<file path="src/rtl/audio_pkg.sv">
// Shared audio-path types and helpers: scheduler states, sample width default,
// and a generic signed saturation used by the mix and gain stages.
package audio_pkg;

  localparam int SAMPLE_W_DEF = 16;
  localparam logic signed [SAMPLE_W_DEF-1:0] SAT_MAX_DEF = 16'sh7FFF;
  localparam logic signed [SAMPLE_W_DEF-1:0] SAT_MIN_DEF = 16'sh8000;

  typedef enum logic [1:0] {IDLE, ISSUE, WAIT} sched_state_t;

  // Clamp a signed value to the range of a w-bit signed number (w <= 31).
  function automatic logic signed [31:0] saturate(input logic signed [31:0] v, input int w);
    logic signed [31:0] hi;
    logic signed [31:0] lo;
    hi = (32'sd1 <<< (w - 1)) - 32'sd1;
    lo = -(32'sd1 <<< (w - 1));
    if (v > hi)      return hi;
    else if (v < lo) return lo;
    return v;
  endfunction

endpackage

</file>
<file path="src/rtl/voice_mix_scheduler_if.sv">
// Voice polling handshake plus mix output and error status of the scheduler.
interface voice_mix_scheduler_if #(
  parameter int NUM_VOICES = 4,
  parameter int SAMPLE_W   = 16
);
  localparam int SEL_W = $clog2(NUM_VOICES);

  logic                       frame_tick;
  logic [NUM_VOICES-1:0]      voice_en;
  logic                       voice_req;
  logic [SEL_W-1:0]           voice_sel;
  logic                       voice_ack;
  logic signed [SAMPLE_W-1:0] voice_sample;
  logic signed [SAMPLE_W-1:0] mix_out;
  logic                       mix_valid;
  logic                       busy;
  logic                       overrun_err;
  logic                       timeout_err;
  logic                       err_clr;

  modport master (
    input  frame_tick, voice_en, voice_ack, voice_sample, err_clr,
    output voice_req, voice_sel, mix_out, mix_valid, busy, overrun_err, timeout_err
  );

  modport slave (
    output frame_tick, voice_en, voice_ack, voice_sample, err_clr,
    input  voice_req, voice_sel, mix_out, mix_valid, busy, overrun_err, timeout_err
  );
endinterface

</file>
<file path="src/rtl/voice_mix_scheduler_mix_shift_sat.sv">
// Combinational attenuate-and-clamp: arithmetic shift of a wide sum, then
// saturation to SAMPLE_W signed bits.
module mix_shift_sat
  import audio_pkg::*;
#(
  parameter int ACC_W     = 18,
  parameter int SAMPLE_W  = SAMPLE_W_DEF,
  parameter int MIX_SHIFT = 2
)(
  input  logic signed [ACC_W-1:0]    i_acc,
  output logic signed [SAMPLE_W-1:0] o_mix
);
  logic signed [ACC_W-1:0] w_shifted;

  assign w_shifted = i_acc >>> MIX_SHIFT;
  assign o_mix     = SAMPLE_W'(saturate(32'(w_shifted), SAMPLE_W));
endmodule

</file>
<file path="src/rtl/voice_mix_scheduler.sv">
// Per-frame voice scheduler: polls enabled voices in index order, sums their
// samples, and publishes a shifted/saturated mix held for the serializer.
module voice_mix_scheduler
  import audio_pkg::*;
#(
  parameter int NUM_VOICES = 4,
  parameter int SAMPLE_W   = SAMPLE_W_DEF,
  parameter int MIX_SHIFT  = 2,
  parameter int TIMEOUT    = 16
)(
  input logic                   clk_12mhz,
  input logic                   reset,
  voice_mix_scheduler_if.master bus
);
  localparam int SEL_W = $clog2(NUM_VOICES);
  localparam int ACC_W = SAMPLE_W + $clog2(NUM_VOICES);
  localparam int TMR_W = $clog2(TIMEOUT + 1);
  localparam logic [SEL_W-1:0] LAST_IDX = SEL_W'(NUM_VOICES - 1);
  localparam logic [TMR_W-1:0] TMR_LAST = TMR_W'(TIMEOUT - 1);

  sched_state_t               r_state, w_state_nxt;
  logic [SEL_W-1:0]           r_idx, w_idx_nxt;
  logic signed [ACC_W-1:0]    r_acc, w_acc_nxt;
  logic [TMR_W-1:0]           r_timer, w_timer_nxt;
  logic                       r_req, w_req_nxt;
  logic                       r_busy;
  logic                       r_mix_valid;
  logic signed [SAMPLE_W-1:0] r_mix;
  logic                       r_ovr, r_tmo;
  logic                       w_advance, w_publish, w_tmo_evt, w_ovr_evt;
  logic signed [ACC_W-1:0]    w_samp_ext;
  logic signed [SAMPLE_W-1:0] w_mix;

  assign w_samp_ext = ACC_W'(bus.voice_sample);

  always_comb begin
    w_state_nxt = r_state;
    w_idx_nxt   = r_idx;
    w_acc_nxt   = r_acc;
    w_timer_nxt = r_timer;
    w_advance   = 1'b0;
    w_publish   = 1'b0;
    w_tmo_evt   = 1'b0;
    unique case (r_state)
      IDLE: begin
        if (bus.frame_tick) begin
          w_acc_nxt   = '0;
          w_idx_nxt   = '0;
          w_state_nxt = ISSUE;
        end
      end
      ISSUE: begin
        // r_req already carries this voice's enable, sampled on entry.
        if (r_req) begin
          w_timer_nxt = '0;
          w_state_nxt = WAIT;
        end else begin
          w_advance = 1'b1;
        end
      end
      WAIT: begin
        if (bus.voice_ack) begin
          w_acc_nxt = r_acc + w_samp_ext;
          w_advance = 1'b1;
        end else if (r_timer == TMR_LAST) begin
          w_tmo_evt = 1'b1;
          w_advance = 1'b1;
        end else begin
          w_timer_nxt = r_timer + 1'b1;
        end
      end
      default: w_state_nxt = IDLE;
    endcase
    if (w_advance) begin
      if (r_idx == LAST_IDX) begin
        w_publish   = 1'b1;
        w_state_nxt = IDLE;
      end else begin
        w_idx_nxt   = r_idx + 1'b1;
        w_state_nxt = ISSUE;
      end
    end
    w_req_nxt = (w_state_nxt == ISSUE) && bus.voice_en[w_idx_nxt];
    w_ovr_evt = bus.frame_tick && (r_state != IDLE);
  end

  mix_shift_sat #(
    .ACC_W    (ACC_W),
    .SAMPLE_W (SAMPLE_W),
    .MIX_SHIFT(MIX_SHIFT)
  ) u_mix_shift_sat (
    .i_acc(w_acc_nxt),
    .o_mix(w_mix)
  );

  always_ff @(posedge clk_12mhz or posedge reset) begin
    if (reset) begin
      r_state     <= IDLE;
      r_idx       <= '0;
      r_acc       <= '0;
      r_timer     <= '0;
      r_req       <= 1'b0;
      r_busy      <= 1'b0;
      r_mix_valid <= 1'b0;
      r_mix       <= '0;
      r_ovr       <= 1'b0;
      r_tmo       <= 1'b0;
    end else begin
      r_state     <= w_state_nxt;
      r_idx       <= w_idx_nxt;
      r_acc       <= w_acc_nxt;
      r_timer     <= w_timer_nxt;
      r_req       <= w_req_nxt;
      r_busy      <= (w_state_nxt != IDLE);
      r_mix_valid <= w_publish;
      if (w_publish) r_mix <= w_mix;
      // A new error event wins over a simultaneous clear.
      r_ovr       <= w_ovr_evt | (r_ovr & ~bus.err_clr);
      r_tmo       <= w_tmo_evt | (r_tmo & ~bus.err_clr);
    end
  end

  assign bus.voice_req   = r_req;
  assign bus.voice_sel   = r_idx;
  assign bus.mix_out     = r_mix;
  assign bus.mix_valid   = r_mix_valid;
  assign bus.busy        = r_busy;
  assign bus.overrun_err = r_ovr;
  assign bus.timeout_err = r_tmo;
endmodule

</file>
<file path="src/flat_wrapper.sv">
// flat-port wrapper written by rule: the top's interface ports become plain ports
module voice_mix_scheduler_flat import audio_pkg::*;
#(
  parameter int NUM_VOICES = 4,
  parameter int SAMPLE_W   = SAMPLE_W_DEF,
  parameter int MIX_SHIFT  = 2,
  parameter int TIMEOUT    = 16
)
  (clk_12mhz, reset, bus_frame_tick, bus_voice_en, bus_voice_ack, bus_voice_sample, bus_err_clr, bus_voice_req, bus_voice_sel, bus_mix_out, bus_mix_valid, bus_busy, bus_overrun_err, bus_timeout_err);
  voice_mix_scheduler_if #(.NUM_VOICES(NUM_VOICES), .SAMPLE_W(SAMPLE_W)) bus_i ();
  input logic clk_12mhz;
  input logic reset;
  input wire logic [$bits(bus_i.frame_tick)-1:0] bus_frame_tick;
  input wire logic [$bits(bus_i.voice_en)-1:0] bus_voice_en;
  input wire logic [$bits(bus_i.voice_ack)-1:0] bus_voice_ack;
  input wire logic [$bits(bus_i.voice_sample)-1:0] bus_voice_sample;
  input wire logic [$bits(bus_i.err_clr)-1:0] bus_err_clr;
  output wire logic [$bits(bus_i.voice_req)-1:0] bus_voice_req;
  output wire logic [$bits(bus_i.voice_sel)-1:0] bus_voice_sel;
  output wire logic [$bits(bus_i.mix_out)-1:0] bus_mix_out;
  output wire logic [$bits(bus_i.mix_valid)-1:0] bus_mix_valid;
  output wire logic [$bits(bus_i.busy)-1:0] bus_busy;
  output wire logic [$bits(bus_i.overrun_err)-1:0] bus_overrun_err;
  output wire logic [$bits(bus_i.timeout_err)-1:0] bus_timeout_err;
  assign bus_i.frame_tick = bus_frame_tick;
  assign bus_i.voice_en = bus_voice_en;
  assign bus_i.voice_ack = bus_voice_ack;
  assign bus_i.voice_sample = bus_voice_sample;
  assign bus_i.err_clr = bus_err_clr;
  assign bus_voice_req = bus_i.voice_req;
  assign bus_voice_sel = bus_i.voice_sel;
  assign bus_mix_out = bus_i.mix_out;
  assign bus_mix_valid = bus_i.mix_valid;
  assign bus_busy = bus_i.busy;
  assign bus_overrun_err = bus_i.overrun_err;
  assign bus_timeout_err = bus_i.timeout_err;
  voice_mix_scheduler #(.NUM_VOICES(NUM_VOICES), .SAMPLE_W(SAMPLE_W), .MIX_SHIFT(MIX_SHIFT), .TIMEOUT(TIMEOUT)) u_core (.clk_12mhz(clk_12mhz), .reset(reset), .bus(bus_i));
endmodule
</file>
<file path="config.mk">
export PLATFORM = sky130hd
export DESIGN_NAME = voice_mix_scheduler_flat
export DESIGN_NICKNAME = d
export VERILOG_FILES = /design/src/rtl/audio_pkg.sv /design/src/rtl/voice_mix_scheduler_if.sv /design/src/rtl/voice_mix_scheduler_mix_shift_sat.sv /design/src/rtl/voice_mix_scheduler.sv /design/src/flat_wrapper.sv
export SDC_FILE = /design/constraint.sdc
export NUM_CORES = 1
export LEC_CHECK = 0
export BUFFER_PORTS_ARGS = -buffer_cell sky130_fd_sc_hd__buf_4
export CAP_MARGIN = 15
export CORE_MARGIN = 2
export CORE_UTILIZATION = 57
export CTS_CLUSTER_SIZE = 24
export DETAILED_ROUTE_END_ITERATION = 6
export PLACE_DENSITY = 0.8
export SLEW_MARGIN = 20
export SYNTH_ARGS = -nofsm -noshare
export SYNTH_HDL_FRONTEND = slang
export SYNTH_SLANG_ARGS = --single-unit
</file>
<file path="constraint.sdc">
create_clock -name clk_12mhz -period 2.7 [get_ports clk_12mhz]
set_input_delay 0.27 -clock clk_12mhz [delete_from_list [all_inputs] [get_ports clk_12mhz]]
set_output_delay 0.27 -clock clk_12mhz [all_outputs]
set_load 0.005 [all_outputs]
</file>
==> impl_metrics.env, run 1 <==
export IMPL_status="finished clean"
export IMPL_synthTopCellsByArea="dfrtp_1, ha_1, nand2_1, o21ai_0, a21oi_1"
export IMPL_cap_violations=0
export IMPL_placementRows=26
export IMPL_hold_viol_final=0
export IMPL_crit_family="compound AO/OA/AOI/OAI gates"
export IMPL_grt_pass1_wl_mm=12.3
export IMPL_antenna_found_initial=0
export IMPL_leakage_nw=1.80
export IMPL_ys_seq_area_frac=0.387
export IMPL_synth_cell_area_um2=3110
export IMPL_viasPerCell=5.90
export IMPL_syn_inst=345
export IMPL_worstPathMaxFanout=4
export IMPL_synth_distinct_cells=55
export IMPL_die_x_um=77.8
export IMPL_synth_top_family_by_area="compound AO/OA/AOI/OAI gates"
export IMPL_place_area_um2=3530
export IMPL_coreArea_um2=5170
export IMPL_synth_top_area_frac=0.387
export IMPL_dr_pass1_iters=4
export IMPL_layout_drive_gt1_share=0.212
export IMPL_clock_path_buffers=2
export IMPL_avgSynthCellArea_um2=9.01
export IMPL_multi_input_area_um2=1800
export IMPL_track_usage=0.256
export IMPL_grt_pass1_vias=2698
export IMPL_vdd_ir_drop_max_v=0.000546
export IMPL_post_cts_setup_buffer_count=0
export IMPL_synth_edff_count=0
export IMPL_yosys_area_share_simple=0.182
export IMPL_die_area_um2=6060
export IMPL_syn_to_final_growth_pct=17.7
export IMPL_reg2regPathDepth=9
export IMPL_slew_headroom=0.450
export IMPL_drtIter0Drc=123
export IMPL_synth_xor_area_share=0.0310
export IMPL_fin_hold_ws_ns=0.0865
export IMPL_cts_tree="built"
export IMPL_drc_errors=0
export IMPL_rsz0062_at_grt="no"
export IMPL_initial_utilization=0.601
export IMPL_fin_skew_ns=0.00941
export IMPL_worst_setup_path_end_kind="flop"
export IMPL_cts_made_buffers=5
export IMPL_insertedDiodeCount=0
export IMPL_power_density_nw_per_um2=998
export IMPL_vias=2724
export IMPL_syn_num_nets=396
export IMPL_hp_class="in2async"
export IMPL_final_common_cell="nand2_1"
export IMPL_layout_min_cycle_time_ns=2.53
export IMPL_drt_total_wl_mm=7.33
export IMPL_h_tree_depth=2
export IMPL_nFillCells=411
export IMPL_synth_compound_area_share=0.214
export IMPL_clkSlewWorstSetupHoldPaths_ns=0.10
export IMPL_ys_warnings_count=0
export IMPL_final_seq_area_um2=1200
export IMPL_wire_per_inst_um=15.9
export IMPL_async_reset_ff_frac=1.00
export IMPL_final_util=0.707
export IMPL_cp_arrival_ns=2.72
export IMPL_synthAdderAreaFrac=0.107
export IMPL_fp_dieH_um=77.8
export IMPL_cp_slowest_cell="mux4_2"
export IMPL_critical_path_max_stage_delay_ns=0.50
export IMPL_critPathRequiredTime_ns=2.89
export IMPL_crit_path_start_kind="flop"
export IMPL_clock_sinks=48
export IMPL_fmax_mhz=395
export IMPL_synthMuxAreaShare=0.0443
export IMPL_period_share=0.939
export IMPL_synthFlopType="dfrtp_1"
export IMPL_final_cell_mix="nand2_1, buf_4, dfrtp_1"
export IMPL_ys_seq_elements=48
export IMPL_final_area_um2=3660
export IMPL_crit_buf_inv=0
export IMPL_nNetsFinal=442
export IMPL_cp_num_cells=9
export IMPL_portBuffers=47
export IMPL_drv_slew=0
export IMPL_path_cells="ha_1 -> and3_1 -> ha_1 -> o21a_1 -> o21a_1 -> nor2b_4 -> o21ai_2 -> mux4_2 -> nor3b_1"
export IMPL_yosys_area_top_type="dfrtp_1"
export IMPL_setup_violations=0
export IMPL_fin_setup_tns_ns=0
export IMPL_grt_overflow=0
export IMPL_dp_hpwl_mm=5.45
export IMPL_drtAntennaViolNets=0
export IMPL_insertion_delay_ns=0.31
export IMPL_crit_type="reg2reg"
export IMPL_clock_root_buffer="clkbuf_8"
export IMPL_tightest_slew_ns=0.824
export IMPL_ioPinCount=48
export IMPL_place_gp_congestion=0.888
export IMPL_grt_max_degree=49
==> cell type report <==
class | count | area share
clock buffer | 5 | 0.0188
sequential | 48 | 0.329
tap | 70 | 0.0240
inverter | 15 | 0.0157
clock inverter | 3 | 0.0127
timing repair buffer | 52 | 0.107
multi-input combinational | 269 | 0.493
==> sequential cells by signal, summed over array words and instances (netlist names) <==
register,cells
u_core.bus.timeout_err,1
u_core.bus.busy,1
u_core.bus.mix_out,16
u_core.bus.voice_req,1
u_core.bus.overrun_err,1
u_core.bus.mix_valid,1
u_core.r_acc,18
u_core.r_state,2
u_core.r_timer,5
u_core.bus.voice_sel,2
==> cells in the mapped netlist (2+ instances only) <==
master / n
nor3b_1: 3
xor2_1: 4
o22ai_1: 3
nor2b_1: 5
o21a_1: 10
o21ai_0: 24
nand2_1: 57
inv_1: 14
mux2_2: 8
a22oi_1: 3
nand2b_1: 4
ha_1: 25
or3_1: 3
a31oi_1: 4
a21oi_1: 22
nand3b_1: 2
clkbuf_1: 10
a21o_1: 4
buf_2: 3
nand3_1: 7
nor3_1: 5
nand4_1: 3
o21ai_1: 4
o21ai_2: 4
a221o_1: 2
o211ai_1: 2
xnor2_1: 7
o211a_1: 2
o31ai_1: 2
nor2_1: 21
dfrtp_1: 48
o21bai_1: 2
and3_1: 6
==> path summary, 6_finish.rpt <==
kind / from / end / slack [ns]
max reg2reg: u_core.r_timer[0] / u_core.bus.voice_req / 0.17
max: u_core.r_timer[0] / u_core.bus.voice_req / 0.17
max in group asynchronous: reset / u_core.r_acc[2] / 2.11
min in group clk_12mhz: bus_err_clr / u_core.bus.overrun_err / 0.14
min reg2reg: u_core.bus.mix_out[1] / u_core.bus.mix_out[1] / 0.50
min: reset / u_core.bus.mix_valid / 0.09
==> power by group <==
| group | leakage [nW] | internal [W] | switching (W) |
|---|---|---|---|
| combinational | 1.10 | 0.000893 | 0.00106 |
| clock | 0.0548 | 0.000279 | 0.000269 |
| sequential | 0.649 | 0.000967 | 0.000181 |
==> logic make-up after synthesis <==
family                     Yosys count
xor gates and xnor gates            11
and+or+nand+nor                    121
adders and majority gates           26
buffers and inverters               28
muxes                               11
DFF                                 48
AOI/OAI and AO/OA                  100
==> worst reg2reg max path: cells and delay by family, from the launching register on <==
kind	cells	cell delay [ns]
AO/OA/AOI/OAI	3	0.56
multiplexers	1	0.50
AND/OR/NAND/NOR	3	0.49
adder cells (fa/ha/maj)	2	0.44
flip-flops	1	0.43
==> per-layer routing <==
layer  up-vias  GRT usage  wire length [um]
li1       1317          -                 -
met1      1312      0.331              3310
met2        78      0.433              3540
met3        17     0.0477               335
met4         0     0.0875               142
met5         -          0                 0
==> stage by stage <==
stage | std cells | total power, W | setup slack, ns
after floorplan | 345 | 0.00250 | 0.344
after global placement | 454 | 0.00301 | 0.280
after detailed placement | 454 | 0.00308 | 0.194
after CTS | 462 | 0.00364 | 0.175
after global routing | 462 | 0.00392 | 0.0142
final | 462 | 0.00365 | 0.166
==> what timing repair did <==
| action | CTS | global route |
|---|---|---|
| hold endpoints to repair | 0 | 0 |
| setup endpoints to repair | 0 | 2 |
| hold buffers | 0 | 0 |
| resized for setup | 0 | 2 |
(Power assumes the default switching activity.)
==> run 2, diff against run 1 <==
--- a/config.mk
+++ b/config.mk
@@ -5,7 +5,7 @@
 export SDC_FILE = /design/constraint.sdc
 export NUM_CORES = 1
 export LEC_CHECK = 0
-export BUFFER_PORTS_ARGS = -buffer_cell sky130_fd_sc_hd__buf_4
+export BUFFER_PORTS_ARGS = -buffer_cell sky130_fd_sc_hd__clkbuf_2
 export CAP_MARGIN = 15
 export CORE_MARGIN = 2
 export CORE_UTILIZATION = 57
==> impl_metrics.env, run 2 (synthesis gave the netlist of run 1 again) <==
export IMPL_grt_pass1_wl_mm=12.6
export IMPL_leakage_nw=1.77
export IMPL_vias=2749
export IMPL_nNetsFinal=441
export IMPL_fin_hold_ws_ns=0.0693
export IMPL_wire_per_inst_um=16.6
export IMPL_clock_path_buffers=2
export IMPL_layout_drive_gt1_share=0.210
export IMPL_fmax_mhz=386
export IMPL_tightest_slew_ns=0.845
export IMPL_track_usage=0.266
export IMPL_top_layer_used="met4"
export IMPL_setup_violations=0
export IMPL_critPathRequiredTime_ns=2.90
export IMPL_cts_tree="built"
export IMPL_hp_class="in2async"
export IMPL_syn_to_final_growth_pct=13.7
export IMPL_insertedDiodeCount=0
export IMPL_crit_type="reg2reg"
export IMPL_fp_dieH_um=77.8
export IMPL_cp_arrival_ns=2.79
export IMPL_ctsHoldBuffers=0
export IMPL_drtIter0Drc=179
export IMPL_fin_setup_tns_ns=0
export IMPL_crit_start="u_core.r_timer[0]"
export IMPL_cap_violations=0
export IMPL_drtAntennaViolNets=0
export IMPL_drv_slew=0
export IMPL_layout_min_cycle_time_ns=2.59
export IMPL_viasPerCell=5.96
export IMPL_rr_startpoint="u_core.r_timer[0]"
export IMPL_drc_errors=0
export IMPL_portBuffers=47
export IMPL_crit_path_start_kind="flop"
export IMPL_wl_met3_um=335
export IMPL_fin_skew_ns=0.0115
export IMPL_ioPinCount=48
export IMPL_largest_register_ffs=18
export IMPL_slew_headroom=0.437
export IMPL_clock_root_buffer="clkbuf_8"
export IMPL_grt_pass1_vias=2726
export IMPL_worst_setup_path_end_kind="flop"
export IMPL_die_x_um=77.8
export IMPL_die_area_um2=6060
export IMPL_placementRows=26
export IMPL_final_common_cell="nand2_1"
export IMPL_multi_input_area_um2=1800
export IMPL_period_share=0.960
export IMPL_wl_met1_mm=3.32
export IMPL_largest_register="u_core.r_acc"
export IMPL_cts_made_buffers=5
export IMPL_clock_sinks=48
export IMPL_insertion_delay_ns=0.31
export IMPL_antenna_found_initial=0
export IMPL_met2_length_mm=3.82
export IMPL_grt_overflow=0
export IMPL_grt_max_degree=49
export IMPL_place_gp_congestion=0.902
export IMPL_final_seq_area_um2=1200
export IMPL_rsz0062_at_grt="no"
export IMPL_dp_hpwl_mm=5.62
export IMPL_nFillCells=419
export IMPL_dr_pass1_iters=5
export IMPL_vdd_ir_drop_max_v=0.000612
export IMPL_worstPathMaxFanout=4
export IMPL_hold_viol_final=0
export IMPL_coreArea_um2=5170
export IMPL_clkSlewWorstSetupHoldPaths_ns=0.10
export IMPL_h_tree_depth=2
export IMPL_final_cell_mix="nand2_1, dfrtp_1, clkbuf_2"
export IMPL_status="finished clean"
export IMPL_drt_total_wl_mm=7.65
export IMPL_power_density_nw_per_um2=1020
export IMPL_initial_utilization=0.601
==> run 2: what timing repair did <==
action                                 in CTS  in global routing
buffers inserted                            0                  0
endpoints found under the hold margin       0                  0
setup endpoints to repair                   0                  4
gates resized for setup                     0                  2
==> run 2: critical path, cell delays in order, from the launching register on <==
cell	delay (ns)
dfrtp_1	0.43
ha_1	0.24
and3_1	0.19
ha_1	0.22
o21a_1	0.21
o21a_1	0.20
nor2b_4	0.15
o21ai_2	0.18
mux4_2	0.53
nor3b_1	0.15
==> run 2: per-layer routing <==
metal	track usage	vias to the layer above
met4	0.0893	0
met5	0	-
met3	0.0419	22
met1	0.332	1326
li1	-	1314
met2	0.466	87
==> run 2: worst paths after layout <==
kind / to / slack [ns] / depth (start not counted)
worst max-delay path: u_core.bus.voice_req / 0.11 / 9
worst min-delay path: u_core.bus.mix_valid / 0.07 / 2
worst max register to register: u_core.bus.voice_req / 0.11 / 9
worst min register to register: u_core.bus.mix_out[0] / 0.48 / 2
max in group asynchronous: u_core.r_acc[4] / 2.11 / 2
min in group clk_12mhz: u_core.bus.overrun_err / 0.14 / 2
==> run 2: power by group <==
group	total (W)	internal, W	switching (W)
clock	0.000545	0.000279	0.000266
sequential	0.00115	0.000968	0.000182
combinational	0.00189	0.000819	0.00107
total	0.00359	0.00207	0.00152
==> run 2: cell type report <==
| class | count | area share |
|---|---|---|
| multi-input combinational | 269 | 0.511 |
| sequential | 48 | 0.340 |
| timing repair buffer | 51 | 0.0751 |
| tap | 70 | 0.0248 |
| clock buffer | 5 | 0.0195 |
| inverter | 15 | 0.0163 |
| clock inverter | 3 | 0.0135 |
==> run 2: stage by stage <==
stage                     setup WS [ns]  power [W]  instances  utilization  instance area [um^2]
final                             0.109    0.00359        461        0.683                  3530
after global routing             0.0167    0.00386        461        0.683                  3530
after CTS                        0.0919    0.00357        461        0.681                  3520
after detailed placement          0.151    0.00301        453        0.659                  3410
after global placement            0.279    0.00293        453        0.659                  3410
after floorplan                   0.344    0.00250        345            -                  3110
